`config.mk`:
```
export PLATFORM = sky130hd
export DESIGN_NAME = regfile_writeback
export DESIGN_NICKNAME = d
export VERILOG_FILES = /design/src/rtl/regfile_writeback_pkg.sv /design/src/rtl/regfile_writeback_timeout.sv /design/src/rtl/regfile_writeback.sv
export SDC_FILE = /design/constraint.sdc
export NUM_CORES = 1
export LEC_CHECK = 0
export BUFFER_PORTS_ARGS = -buffer_cell sky130_fd_sc_hd__buf_2
export CORE_UTILIZATION = 45
export CTS_BUF_LIST = sky130_fd_sc_hd__clkbuf_8
export DETAILED_ROUTE_END_ITERATION = 8
export PLACE_DENSITY = 0.77
export REMOVE_ABC_BUFFERS = 1
export SKIP_CTS_REPAIR_TIMING = 1
export SLEW_MARGIN = 0
export SYNTH_ARGS = -nofsm -noshare
export SYNTH_HDL_FRONTEND = slang
export SYNTH_HIERARCHICAL = 1
export SYNTH_SLANG_ARGS = --single-unit
```
`constraint.sdc`:
```
create_clock -name clk_i -period 2.3 [get_ports clk_i]
set_input_delay 0.46 -clock clk_i [delete_from_list [all_inputs] [get_ports clk_i]]
set_output_delay 0.46 -clock clk_i [all_outputs]
set_load 0.01 [all_outputs]
```
`src/rtl/regfile_writeback_pkg.sv`:
```
// rtl/regfile_writeback_pkg.sv - shared writeback encodings, zero-register index and state type
// Purpose: constants and types shared by the writeback stage and decode/control.
// Contents: WDSEL_* write-data select encodings, RF_ZERO_REG index, wb_state_e.
package regfile_writeback_pkg;

    localparam logic [1:0] WDSEL_PC  = 2'd0;
    localparam logic [1:0] WDSEL_ALU = 2'd1;
    localparam logic [1:0] WDSEL_MEM = 2'd2;
    localparam logic [1:0] WDSEL_RSV = 2'd3;

    // R31 always reads zero, so writes to it are dropped.
    localparam int RF_ZERO_REG = 31;

    typedef enum logic {
        IDLE     = 1'b0,
        WAIT_MEM = 1'b1
    } wb_state_e;

endpackage

```
`src/rtl/regfile_writeback_timeout.sv`:
```
// rtl/regfile_writeback_timeout.sv - 8-bit load-wait timeout counter
// Purpose: counts cycles spent waiting for a load response.
// Ports:
//   clk_i, rst_i  clock, asynchronous active-high reset
//   clear_i       restart the count at zero (new load issued)
//   enable_i      a wait cycle elapsed without a response
//   expired_o     this enabled cycle is the LIMIT-th consecutive wait cycle
module wb_timeout_counter #(
    parameter int LIMIT = 16
) (
    input  logic clk_i,
    input  logic rst_i,
    input  logic clear_i,
    input  logic enable_i,
    output logic expired_o
);

    localparam logic [7:0] LAST = 8'(LIMIT - 1);

    logic [7:0] cnt_q;
    logic [7:0] cnt_d;

    always_comb begin
        cnt_d = cnt_q;
        if (clear_i) begin
            cnt_d = 8'd0;
        end else if (enable_i) begin
            cnt_d = cnt_q + 8'd1;
        end
    end

    // Flagged in the cycle whose increment would reach LIMIT, so the owner
    // can leave the wait state on that same edge.
    assign expired_o = enable_i && !clear_i && (cnt_q == LAST);

    always_ff @(posedge clk_i or posedge rst_i) begin
        if (rst_i) begin
            cnt_q <= 8'd0;
        end else begin
            cnt_q <= cnt_d;
        end
    end

endmodule

```
`src/rtl/regfile_writeback.sv`:
```
// rtl/regfile_writeback.sv - Beta register-file writeback stage with load wait and bypass
// Purpose: selects PC+4 / ALU / load data and drives the register-file write port;
//   waits for loads with a timeout; exports bypass and pending-load information.
// Optional feature macro: REGFILE_WB_BYPASS_EN (bypass outputs live; tied to 0 otherwise).
// Ports:
//   clk_i, rst_i                         clock, asynchronous active-high reset
//   wb_valid_i / wb_ready_o              retiring-instruction handshake
//   wb_rc_i, wb_werf_i, wb_wdsel_i       destination, write enable, data select
//   wb_pc_i, wb_alu_i                    PC+4 and ALU result
//   mem_rvalid_i, mem_rdata_i            load response (valid only)
//   rc_o, wd_o, werf_o                   registered register-file write port
//   byp_valid_o, byp_rc_o, byp_data_o    forwarding of this cycle's write
//   pend_o, pend_rc_o                    outstanding load and its destination
//   err_o                                sticky error (reserved wdsel or load timeout)
module regfile_writeback
    import regfile_writeback_pkg::*;
#(
    parameter int DATA_W      = 32,
    parameter int ADDR_W      = 5,
    parameter int ZERO_REG    = RF_ZERO_REG,
    parameter int MEM_TIMEOUT = 16
) (
    input  logic              clk_i,
    input  logic              rst_i,
    input  logic              wb_valid_i,
    output logic              wb_ready_o,
    input  logic [ADDR_W-1:0] wb_rc_i,
    input  logic              wb_werf_i,
    input  logic [1:0]        wb_wdsel_i,
    input  logic [DATA_W-1:0] wb_pc_i,
    input  logic [DATA_W-1:0] wb_alu_i,
    input  logic              mem_rvalid_i,
    input  logic [DATA_W-1:0] mem_rdata_i,
    output logic [ADDR_W-1:0] rc_o,
    output logic [DATA_W-1:0] wd_o,
    output logic              werf_o,
    output logic              byp_valid_o,
    output logic [ADDR_W-1:0] byp_rc_o,
    output logic [DATA_W-1:0] byp_data_o,
    output logic              pend_o,
    output logic [ADDR_W-1:0] pend_rc_o,
    output logic              err_o
);

    localparam logic [ADDR_W-1:0] ZERO_RC = ADDR_W'(ZERO_REG);

    wb_state_e         state_q, state_d;
    logic [ADDR_W-1:0] rc_q, rc_d;
    logic [DATA_W-1:0] wd_q, wd_d;
    logic              werf_q, werf_d;
    logic              err_q, err_d;
    logic [ADDR_W-1:0] ld_rc_q, ld_rc_d;
    logic              ld_werf_q, ld_werf_d;

    logic accept;
    logic cnt_clear;
    logic cnt_enable;
    logic cnt_expired;

    assign wb_ready_o = (state_q == IDLE) && !rst_i;
    assign accept     = wb_valid_i && wb_ready_o;
    assign cnt_clear  = accept && (wb_wdsel_i == WDSEL_MEM);
    assign cnt_enable = (state_q == WAIT_MEM) && !mem_rvalid_i;

    wb_timeout_counter #(
        .LIMIT (MEM_TIMEOUT)
    ) u_timeout (
        .clk_i     (clk_i),
        .rst_i     (rst_i),
        .clear_i   (cnt_clear),
        .enable_i  (cnt_enable),
        .expired_o (cnt_expired)
    );

    always_comb begin
        state_d   = state_q;
        rc_d      = rc_q;
        wd_d      = wd_q;
        werf_d    = 1'b0;          // write enable is a single-cycle pulse
        err_d     = err_q;
        ld_rc_d   = ld_rc_q;
        ld_werf_d = ld_werf_q;

        case (state_q)
            IDLE: begin
                // Stale load responses are ignored here.
                if (accept) begin
                    case (wb_wdsel_i)
                        WDSEL_PC, WDSEL_ALU: begin
                            rc_d   = wb_rc_i;
                            wd_d   = (wb_wdsel_i == WDSEL_PC) ? wb_pc_i : wb_alu_i;
                            werf_d = wb_werf_i && (wb_rc_i != ZERO_RC);
                        end
                        WDSEL_MEM: begin
                            ld_rc_d   = wb_rc_i;
                            ld_werf_d = wb_werf_i;
                            state_d   = WAIT_MEM;
                        end
                        default: begin
                            err_d = 1'b1;
                        end
                    endcase
                end
            end
            WAIT_MEM: begin
                // A response in the expiry cycle wins over the timeout.
                if (mem_rvalid_i) begin
                    rc_d    = ld_rc_q;
                    wd_d    = mem_rdata_i;
                    werf_d  = ld_werf_q && (ld_rc_q != ZERO_RC);
                    state_d = IDLE;
                end else if (cnt_expired) begin
                    err_d   = 1'b1;
                    state_d = IDLE;
                end
            end
            default: begin
                state_d = IDLE;
            end
        endcase
    end

    always_ff @(posedge clk_i or posedge rst_i) begin
        if (rst_i) begin
            state_q   <= IDLE;
            rc_q      <= '0;
            wd_q      <= '0;
            werf_q    <= 1'b0;
            err_q     <= 1'b0;
            ld_rc_q   <= '0;
            ld_werf_q <= 1'b0;
        end else begin
            state_q   <= state_d;
            rc_q      <= rc_d;
            wd_q      <= wd_d;
            werf_q    <= werf_d;
            err_q     <= err_d;
            ld_rc_q   <= ld_rc_d;
            ld_werf_q <= ld_werf_d;
        end
    end

    assign rc_o      = rc_q;
    assign wd_o      = wd_q;
    assign werf_o    = werf_q;
    assign err_o     = err_q;
    assign pend_o    = (state_q == WAIT_MEM);
    assign pend_rc_o = pend_o ? ld_rc_q : '0;

`ifdef REGFILE_WB_BYPASS_EN
    // Forward the value the register file commits at the end of this cycle.
    assign byp_valid_o = werf_q;
    assign byp_rc_o    = rc_q;
    assign byp_data_o  = wd_q;
`else
    assign byp_valid_o = 1'b0;
    assign byp_rc_o    = '0;
    assign byp_data_o  = '0;
`endif

endmodule

```
Word-level counts from Yosys, hierarchy flattened
Cells that the tools add are included.
W data, S select, Z words.
Storage, ports and cells
  bits in registers: 54
  bits in latches: 0
  memory bits (writable): 0
  ROM bits: 0
  bits of input ports: 108
  output and inout bits: 84
  word-level logic and storage cells: 65
  memories: 0
Operators by class
  $add $sub $neg: 1
  multiply operators: 0
  divide/modulo/power cells: 0
  magnitude comparators: 0
  equal/unequal tests: 11
  shift operators: 0
  mux-type cells: 26
  bitwise gates (word level): 1
  reductions and logical operators: 18
Operators with widths (number)
  $mux W32: 4
  $pmux W32 S2: 1
  $mux W5: 4
  $mux W8: 2
  $mux W1: 11
  $ne A5 B5 Y1 const B: 2
  $pmux W5 S2: 1
  $add A8 B1 Y8 const B: 1
  $eq A8 B4 Y1 const B: 1
  $logic_and A1 B1 Y1: 8
  $ne A2 B2 Y1 const B: 4
  $pmux W1 S2: 3
  $reduce_and A3 Y1: 2
  $ne A2 B1 Y1 const B: 2
  $reduce_and A4 Y1: 1
  $logic_not A1 Y1: 3
  $reduce_or A3 Y1: 1
  $eq A2 B1 Y1 const B: 1
  $eq A2 B2 Y1 const B: 1
  $logic_not A2 Y1: 1
  $reduce_bool A2 Y1: 1
  $reduce_or A2 Y1: 1
  $not A1 Y1: 1

Longest topological paths before layout
Gate-level depths: netlist of the first run.
  depth in word-level cells: 10
  mapped depth: 8
  gate-level depth less buffers: 6

Cells and area by module
Netlist of the first run, hierarchy kept.
By module, submodules not included
  regfile_writeback: times used 1, cells each 313, area each 3199.3 µm², sequential area each 1151.1 µm²
  wb_timeout_counter: times used 1, cells each 39, area each 386.6 µm², sequential area each 200.2 µm²

Worst setup path before layout of the first run
No wires, ideal clock.
  path kind: input -> register
  from: in rst_i
  to: reg rc_q[0], in the netlist rc_o[0]
  setup time: 0.125 ns
  data arrival time: 2.356 ns
  data required time: 2.175 ns
  path slack: -0.181 ns
  cell stages on the path: 5
  buffers on the path: 2
  path through: inv_1 -> a32o_1 -> buf_6 -> buf_6 -> mux2_4
On the way
  cells in the longest elaborated chain, start to end: 5
RTL lines
  start, declared: RTL line regfile_writeback.sv:24  | input logic rst_i,
  $logic_not A1 Y1 (no source line)
  $logic_and A1 B1 Y1: RTL line regfile_writeback.sv:60  | assign wb_ready_o = (state_q == IDLE) && !rst_i;
  $logic_and A1 B1 Y1: RTL line regfile_writeback.sv:61  | assign accept = wb_valid_i && wb_ready_o;
  $ne A2 B2 Y1 (no source line)
  $reduce_and A3 Y1 (no source line)
  end signal, assigned: RTL line regfile_writeback.sv:134  | rc_q <= rc_d;
  end, declared: RTL line regfile_writeback.sv:48  | logic [ADDR_W-1:0] rc_q, rc_d;
Every way passes these cells.
A chain may end at the register's enable or synchronous reset.

Worst setup path in the final report of the first run
  from: reg state_q, in the netlist pend_o
  to: out pend_rc_o[2]
On the way
  cells in the longest elaborated chain, start to end: 1
RTL lines
  start, declared: RTL line regfile_writeback.sv:47  | wb_state_e state_q, state_d;
  start signal, assigned: RTL line regfile_writeback.sv:133  | state_q <= state_d;
  $mux W5: RTL line regfile_writeback.sv:148  | assign pend_rc_o = pend_o ? ld_rc_q : '0;
  end, declared: RTL line regfile_writeback.sv:41  | output logic [ADDR_W-1:0] pend_rc_o,
Every way passes these cells.

==> results.py, run 1 <==
metrics = {
    "global_routing": {
        "grt_pass1_wl_um": 13600,
        "grt_usage": 0.204,
        "grt_max_degree": 47,
        "grt_pass1_vias": 2925,
        "antenna_found_initial": 0,
        "overflow": 0,
    },
    "clock_network": {
        "h-tree-depth": 2,
        "clock_path_buffers": 2,
        "path_clk_slew_ns": 0.10,
        "cts_root_buffer": "clkbuf_8",
        "tritoncts": "yes",
        "cts-buffers-inserted": 5,
        "clkLatencyLatePin_ns": 0.31,
        "clock_sinks": 54,
    },
    "sta": {
        "slew_headroom": 0.590,
        "drv_slew": 0,
        "fin_crit_sh": 0.866,
        "fmax_mhz": 502,
        "worst_pin_slew_ns": 0.614,
        "timing.hold.ws_ns": 0.127,
        "rsz0062_at_grt": "no",
        "skew_ns": 0.00419,
        "period_needed_ns": 1.99,
        "hold_viol_final": 0,
        "setup_viol": 0,
    },
    "routing": {
        "wl_met1_um": 3720,
        "firstDrtPassIters": 6,
        "wl_met2_um": 4220,
        "avgRoutedWirePerCell_um": 14.2,
        "met3WireLength_um": 423,
        "drtIter0Drc": 109,
        "ant_nets": 0,
        "num_vias": 2991,
        "top_layer": "met4",
        "via_per_inst": 5.00,
        "wl_um": 8480,
        "drc_errors": 0,
    },
    "worst_setup_path": {
        "start_kind": "flop",
        "critPathKind": "flop to output port",
        "critPathCaptureType": "output port",
        "crit_required_ns": 1.84,
        "critical-path-slowest-cell": "dfrtp_1",
        "max_stage_delay_ns": 0.36,
        "path_cells": "buf_4, buf_4, and2_1, buf_2",
        "arrival_ns": 1.53,
        "r2r_cells": 4,
        "r2r_start": "pend_o$_DFF_PP0_",
        "cp_common_cell": "buf_4",
        "worstSetupStartpoint": "pend_o$_DFF_PP0_",
        "path_max_fanout": 23,
        "reg2reg_to": "wd_o[3]$_DFFE_PP0P_",
        "rrSetupSlack_ns": 0.51,
    },
    "layout": {
        "utilization": 0.572,
        "syn2layout_area_growth_pct": 23.3,
        "drive_above_1_share": 0.454,
        "finalNonFillerCells": 598,
        "design_area_mm2": 0.00442,
        "n_antenna_cell": 0,
        "fin_nets": 604,
    },
    "synthesis": {
        "synth-main-ff-cell": "dfrtp_1",
        "yosys_warnings": 6,
        "yosysMostFrequentCell": "dfrtp_1",
        "yosys.area.top_type_share": 0.377,
        "synth_area_leader_cell": "dfrtp_1",
        "synthArstFlopShare": 1.00,
        "synthTopCellsByArea": "dfrtp_1, mux2_4, buf_4, or3b_1, nor2b_1",
        "ys_ff_latch": 54,
        "synth_cells": 352,
        "syn_area_per_cell_um2": 10.2,
        "synth_edf_count": 0,
        "syn_area_mm2": 0.00359,
        "yosysSeqAreaShare": 0.377,
        "synth_common_cells": "dfrtp_1, buf_4, o21ai_0, nor2b_1, a31oi_1",
        "synth_cell_types": 35,
    },
    "floorplan": {
        "die_area_mm2": 0.00833,
        "ios": 192,
        "die-width_um": 91.3,
        "num_rows": 32,
        "initial_core_util": 0.464,
        "fp.coreArea_mm2": 0.00773,
        "die_h_um": 91.3,
    },
    "power": {
        "vdd_drop_max_v": 0.000386,
        "share_comb_of_total_power": 0.330,
        "clkPwrFrac": 0.241,
        "switching_power_uw": 934,
        "p_int_mw": 2.20,
        "power_frac_seq": 0.429,
        "leakage_nw": 2.21,
        "p_per_area_mw_per_mm2": 709,
        "swShare": 0.298,
    },
    "min_path": {
        "worstHoldPathType": "input port to asynchronous set/reset pin",
    },
    "placed_design": {
        "place_area_mm2": 0.00429,
        "port_buffers": 153,
        "place_congestion": 0.780,
        "hpwl_um": 6290,
        "place_inst": 590,
    },
    "run_status": {
        "outcome": "finished, final reports clean",
    },
    "job": {
        "max-cap-violations": 0,
    },
}
## layout make-up
| cell class | count | area [µm²] |
|---|---|---|
| multi-input cells | 266 | 1930 |
| fillers | 713 | 3300 |
| well taps | 102 | 128 |
| clock inverters | 3 | 68.8 |
| flip-flops and latches | 54 | 1350 |
| clock buffers | 5 | 68.8 |
| inverters | 4 | 15.0 |
| repair buffers | 164 | 861 |
## power groups by stage
stage,clock network (mW),registers (mW),logic (mW)
3_5_place_dp,0,1.35,1.05
2_1_floorplan,0,1.44,0.512
3_3_place_gp,0,1.35,1.01
5_1_grt,0.804,1.38,1.12
6_report,0.756,1.35,1.03
4_1_cts,0.767,1.35,1.04
## layout by cell type, fill, tap and decap left out
| cell | Yosys | final |
|---|---|---|
| nor3_1 | 1 | 1 |
| buf_4 | 38 | 10 |
| nand4b_1 | 1 | 1 |
| or2_2 | 1 | 1 |
| dfrtp_1 | 54 | 54 |
| xnor2_1 | 1 | 1 |
| clkinv_4 | 0 | 1 |
| a21o_1 | 6 | 6 |
| inv_2 | 1 | 2 |
| nand3_1 | 3 | 3 |
| a21oi_1 | 4 | 4 |
| nand4_1 | 3 | 3 |
| or3_1 | 4 | 4 |
| o21ai_0 | 35 | 35 |
| nand2_1 | 6 | 6 |
| buf_2 | 3 | 153 |
| or3b_1 | 27 | 27 |
| and2_1 | 5 | 5 |
| or3b_2 | 5 | 5 |
| a32o_2 | 0 | 1 |
| bufinv_16 | 0 | 2 |
| inv_1 | 3 | 2 |
| mux2_4 | 30 | 30 |
| conb_1 | 1 | 38 |
| nor2_1 | 9 | 9 |
| and4b_1 | 1 | 1 |
| mux2i_1 | 1 | 1 |
| a31oi_1 | 32 | 32 |
| ha_1 | 1 | 1 |
| clkbuf_8 | 0 | 5 |
| o22ai_1 | 1 | 1 |
| xor2_1 | 3 | 3 |
| nand4_2 | 1 | 1 |
| mux2_2 | 13 | 13 |
| nor2b_1 | 33 | 33 |
| buf_12 | 0 | 1 |
## how the worst max path moves through the flow
stage                     endpoint  slack (ns)  cells after the start
2_1_floorplan  rc_o[1]$_DFFE_PP0P_       -1.26                      3
5_1_grt               pend_rc_o[2]        0.23                      4
4_1_cts               pend_rc_o[2]        0.30                      4
3_5_place_dp   wd_o[3]$_DFFE_PP0P_        0.23                      5
3_3_place_gp   wd_o[3]$_DFFE_PP0P_        0.28                      5
6_report              pend_rc_o[2]        0.31                      4
## cells by family after synthesis
logic type | count (synthesis) | synth area share
simple gates | 100 | 0.188
compound gates | 79 | 0.127
buf+inv | 69 | 0.124
flops | 54 | 0.377
mux | 44 | 0.169
xor+xnor | 4 | 0.00977
fa+ha+maj | 1 | 0.00349
other cells | 1 | 0.00105
## flip-flops by register name (all words and copies together), names as in the netlist
signal           flops
err_o                1
ld_rc_q              5
ld_werf_q            1
pend_o               1
rc_o                 5
u_timeout/cnt_q      8
wd_o                32
werf_o               1
## critical path, delay by kind of cell, from the launching register on
family | cells | cell delay, ns
buffers and inverters | 3 | 0.66
flip-flops | 1 | 0.36
AND/OR/NAND/NOR | 1 | 0.20
## routing by layer
layer | global-route usage | up-vias
li1 | - | 1462
met1 | 0.259 | 1409
met2 | 0.356 | 107
met3 | 0.0394 | 13
met4 | 0.0529 | 0
met5 | 0 | -
## through the flow
| step | total power [mW] | setup TNS [ns] | worst slack, ns |
|---|---|---|---|
| CTS | 3.16 | 0 | 0.300 |
| global route | 3.30 | 0 | 0.228 |
| detailed placement | 2.40 | 0 | 0.230 |
| floorplan | 1.95 | -44.11 | -1.26 |
| global placement | 2.36 | 0 | 0.285 |
| finish | 3.13 | 0 | 0.309 |
No activity file was read; power rests on OpenSTA's default activity.
==> run 2, diff against run 1 <==
Settings changed: CELL_PAD_IN_SITES_DETAIL_PLACEMENT set to 0, CELL_PAD_IN_SITES_GLOBAL_PLACEMENT set to 1, CORE_UTILIZATION 45 to 34, PLACE_DENSITY 0.77 to 0.8.
==> run 2 against run 1 <==
Sequential power about the same. Flip-flop and latch count did not move. Register-to-register slack got worse by 0.08 ns. Non-clock buffer count unchanged. Setup slack better by 0.12 ns. Routed wire length fell by 0.85%. Via count is 0.10% lower. Total power is 4.6% lower. Critical endpoint is now wd_o[20]$_DFFE_PP0P_. Highest routed layer unchanged.
==> results.py, run 2 (same netlist as run 1, synthesis figures left out) <==
metrics = {
    "run_status": {
        "outcome": "finished, final reports clean",
    },
    "floorplan": {
        "num_rows": 37,
        "fp.coreArea_mm2": 0.0103,
        "die_h_um": 105,
        "initial_core_util": 0.349,
        "die-width_um": 105,
        "ios": 192,
        "die_area_mm2": 0.0110,
    },
    "global_routing": {
        "antenna_found_initial": 0,
        "met2_usage": 0.266,
        "overflow": 0,
        "grt_max_degree": 47,
        "met1_usage": 0.201,
        "grt_usage": 0.158,
        "grt_pass1_vias": 2924,
        "busiest_layer": "met2",
        "gr-usage-met3": 0.0424,
        "grt_pass1_wl_um": 14000,
    },
    "routing": {
        "wl_um": 8410,
        "drc_errors": 0,
        "ant_nets": 0,
        "firstDrtPassIters": 4,
        "drtIter0Drc": 78,
        "via_per_inst": 4.73,
        "num_vias": 2988,
        "avgRoutedWirePerCell_um": 13.3,
    },
    "power": {
        "leakage_nw": 2.20,
        "vdd_drop_max_v": 0.000277,
        "p_per_area_mw_per_mm2": 676,
        "p_total_mw": 2.99,
    },
    "worst_setup_path": {
        "path_cells": "buf_4, inv_2, a31oi_1, mux2_4",
        "max_stage_delay_ns": 0.52,
        "crit_required_ns": 2.49,
        "path_max_fanout": 37,
        "start_kind": "flop",
        "critical-path-slowest-cell": "inv_2",
        "critPathCaptureType": "flop",
        "r2r_cells": 4,
        "rrSetupSlack_ns": 0.43,
        "arrival_ns": 2.07,
        "reg2reg_to": "wd_o[20]$_DFFE_PP0P_",
        "critPathKind": "flop to flop",
        "r2r_start": "pend_o$_DFF_PP0_",
    },
    "placed_design": {
        "post-place-ws_ns": 0.357,
        "port_buffers": 153,
        "hpwl_um": 6490,
        "place_congestion": 0.728,
    },
    "sta": {
        "fmax_mhz": 533,
        "setup_ws_ns": 0.425,
        "fin_crit_sh": 0.815,
        "skew_ns": 0.0127,
        "drv_slew": 0,
        "hold_viol_final": 0,
        "period_needed_ns": 1.87,
        "slew_headroom": 0.546,
        "setup_viol": 0,
        "rsz0062_at_grt": "no",
        "timing.hold.ws_ns": 0.121,
        "worst_pin_slew_ns": 0.680,
    },
    "clock_network": {
        "cts-buffers-inserted": 5,
        "tritoncts": "yes",
        "path_clk_slew_ns": 0.10,
        "h-tree-depth": 2,
        "cts_root_buffer": "clkbuf_8",
        "clock_path_buffers": 2,
        "clock_sinks": 54,
        "clkLatencyLatePin_ns": 0.31,
    },
    "layout": {
        "drive_above_1_share": 0.454,
        "fin_nets": 604,
        "final_cell_mix": "buf_2, dfrtp_1, conb_1",
        "n_antenna_cell": 0,
        "largest_reg_flops": 32,
        "syn2layout_area_growth_pct": 23.4,
        "final_common_cell": "buf_2",
    },
    "job": {
        "max-cap-violations": 0,
    },
    "min_path": {
        "worstHoldPathType": "input port to asynchronous set/reset pin",
    },
}
run 2: routing by layer:
layer / part of all wire / wire (µm) / up-vias
met5: 0 / 0 / -
met4: 0.0094 / 79 / 0
met3: 0.065 / 549 / 9
met2: 0.49 / 4120 / 110
met1: 0.44 / 3660 / 1415
li1: - / - / 1454
run 2: layout make-up:
cell class / count / area (µm²)
Clock buffer: 5 / 68.8
Fill cell: 1053 / 5850
Tap cell: 136 / 170
Timing Repair Buffer: 164 / 848
Multi-Input combinational cell: 266 / 1930
Clock inverter: 3 / 40.0
Inverter: 4 / 15.0
Sequential cell: 54 / 1350
run 2: worst max path at each step:
stage | start | end | slack, ns
global placement | wb_wdsel_i[1] | wd_o[15]$_DFFE_PP0P_ | 0.40
floorplan | rst_i | rc_o[1]$_DFFE_PP0P_ | -1.26
detailed placement | wb_wdsel_i[1] | wd_o[20]$_DFFE_PP0P_ | 0.36
finish | pend_o$_DFF_PP0_ | wd_o[20]$_DFFE_PP0P_ | 0.43
global route | pend_o$_DFF_PP0_ | wd_o[24]$_DFFE_PP0P_ | 0.32
CTS | pend_o$_DFF_PP0_ | wd_o[24]$_DFFE_PP0P_ | 0.40
run 2: power breakdown:
group	switching, mW	internal (mW)	leakage [nW]	total [mW]
clock	0.301	0.321	0.0579	0.622
combinational	0.459	0.569	1.48	1.03
sequential	0.148	1.19	0.657	1.34
total	0.908	2.08	2.20	2.99
run 2: worst max-delay path: cells and delay by family, from the launching register on:
family	cells	cell delay [ns]
buffers and inverters	2	0.76
flip-flops	1	0.50
multiplexers	1	0.30
AO/OA/AOI/OAI	1	0.20
run 2: per-stage QoR:
step / area [µm²] / cells / TNS (ns) / util
floorplan: 3300 / 324 / -44.11 / -
global route: 4420 / 632 / 0 / 0.430
finish: 4420 / 632 / 0 / 0.430
CTS: 4420 / 632 / 0 / 0.430
detailed placement: 4320 / 624 / 0 / 0.420
global placement: 4320 / 624 / 0 / 0.420
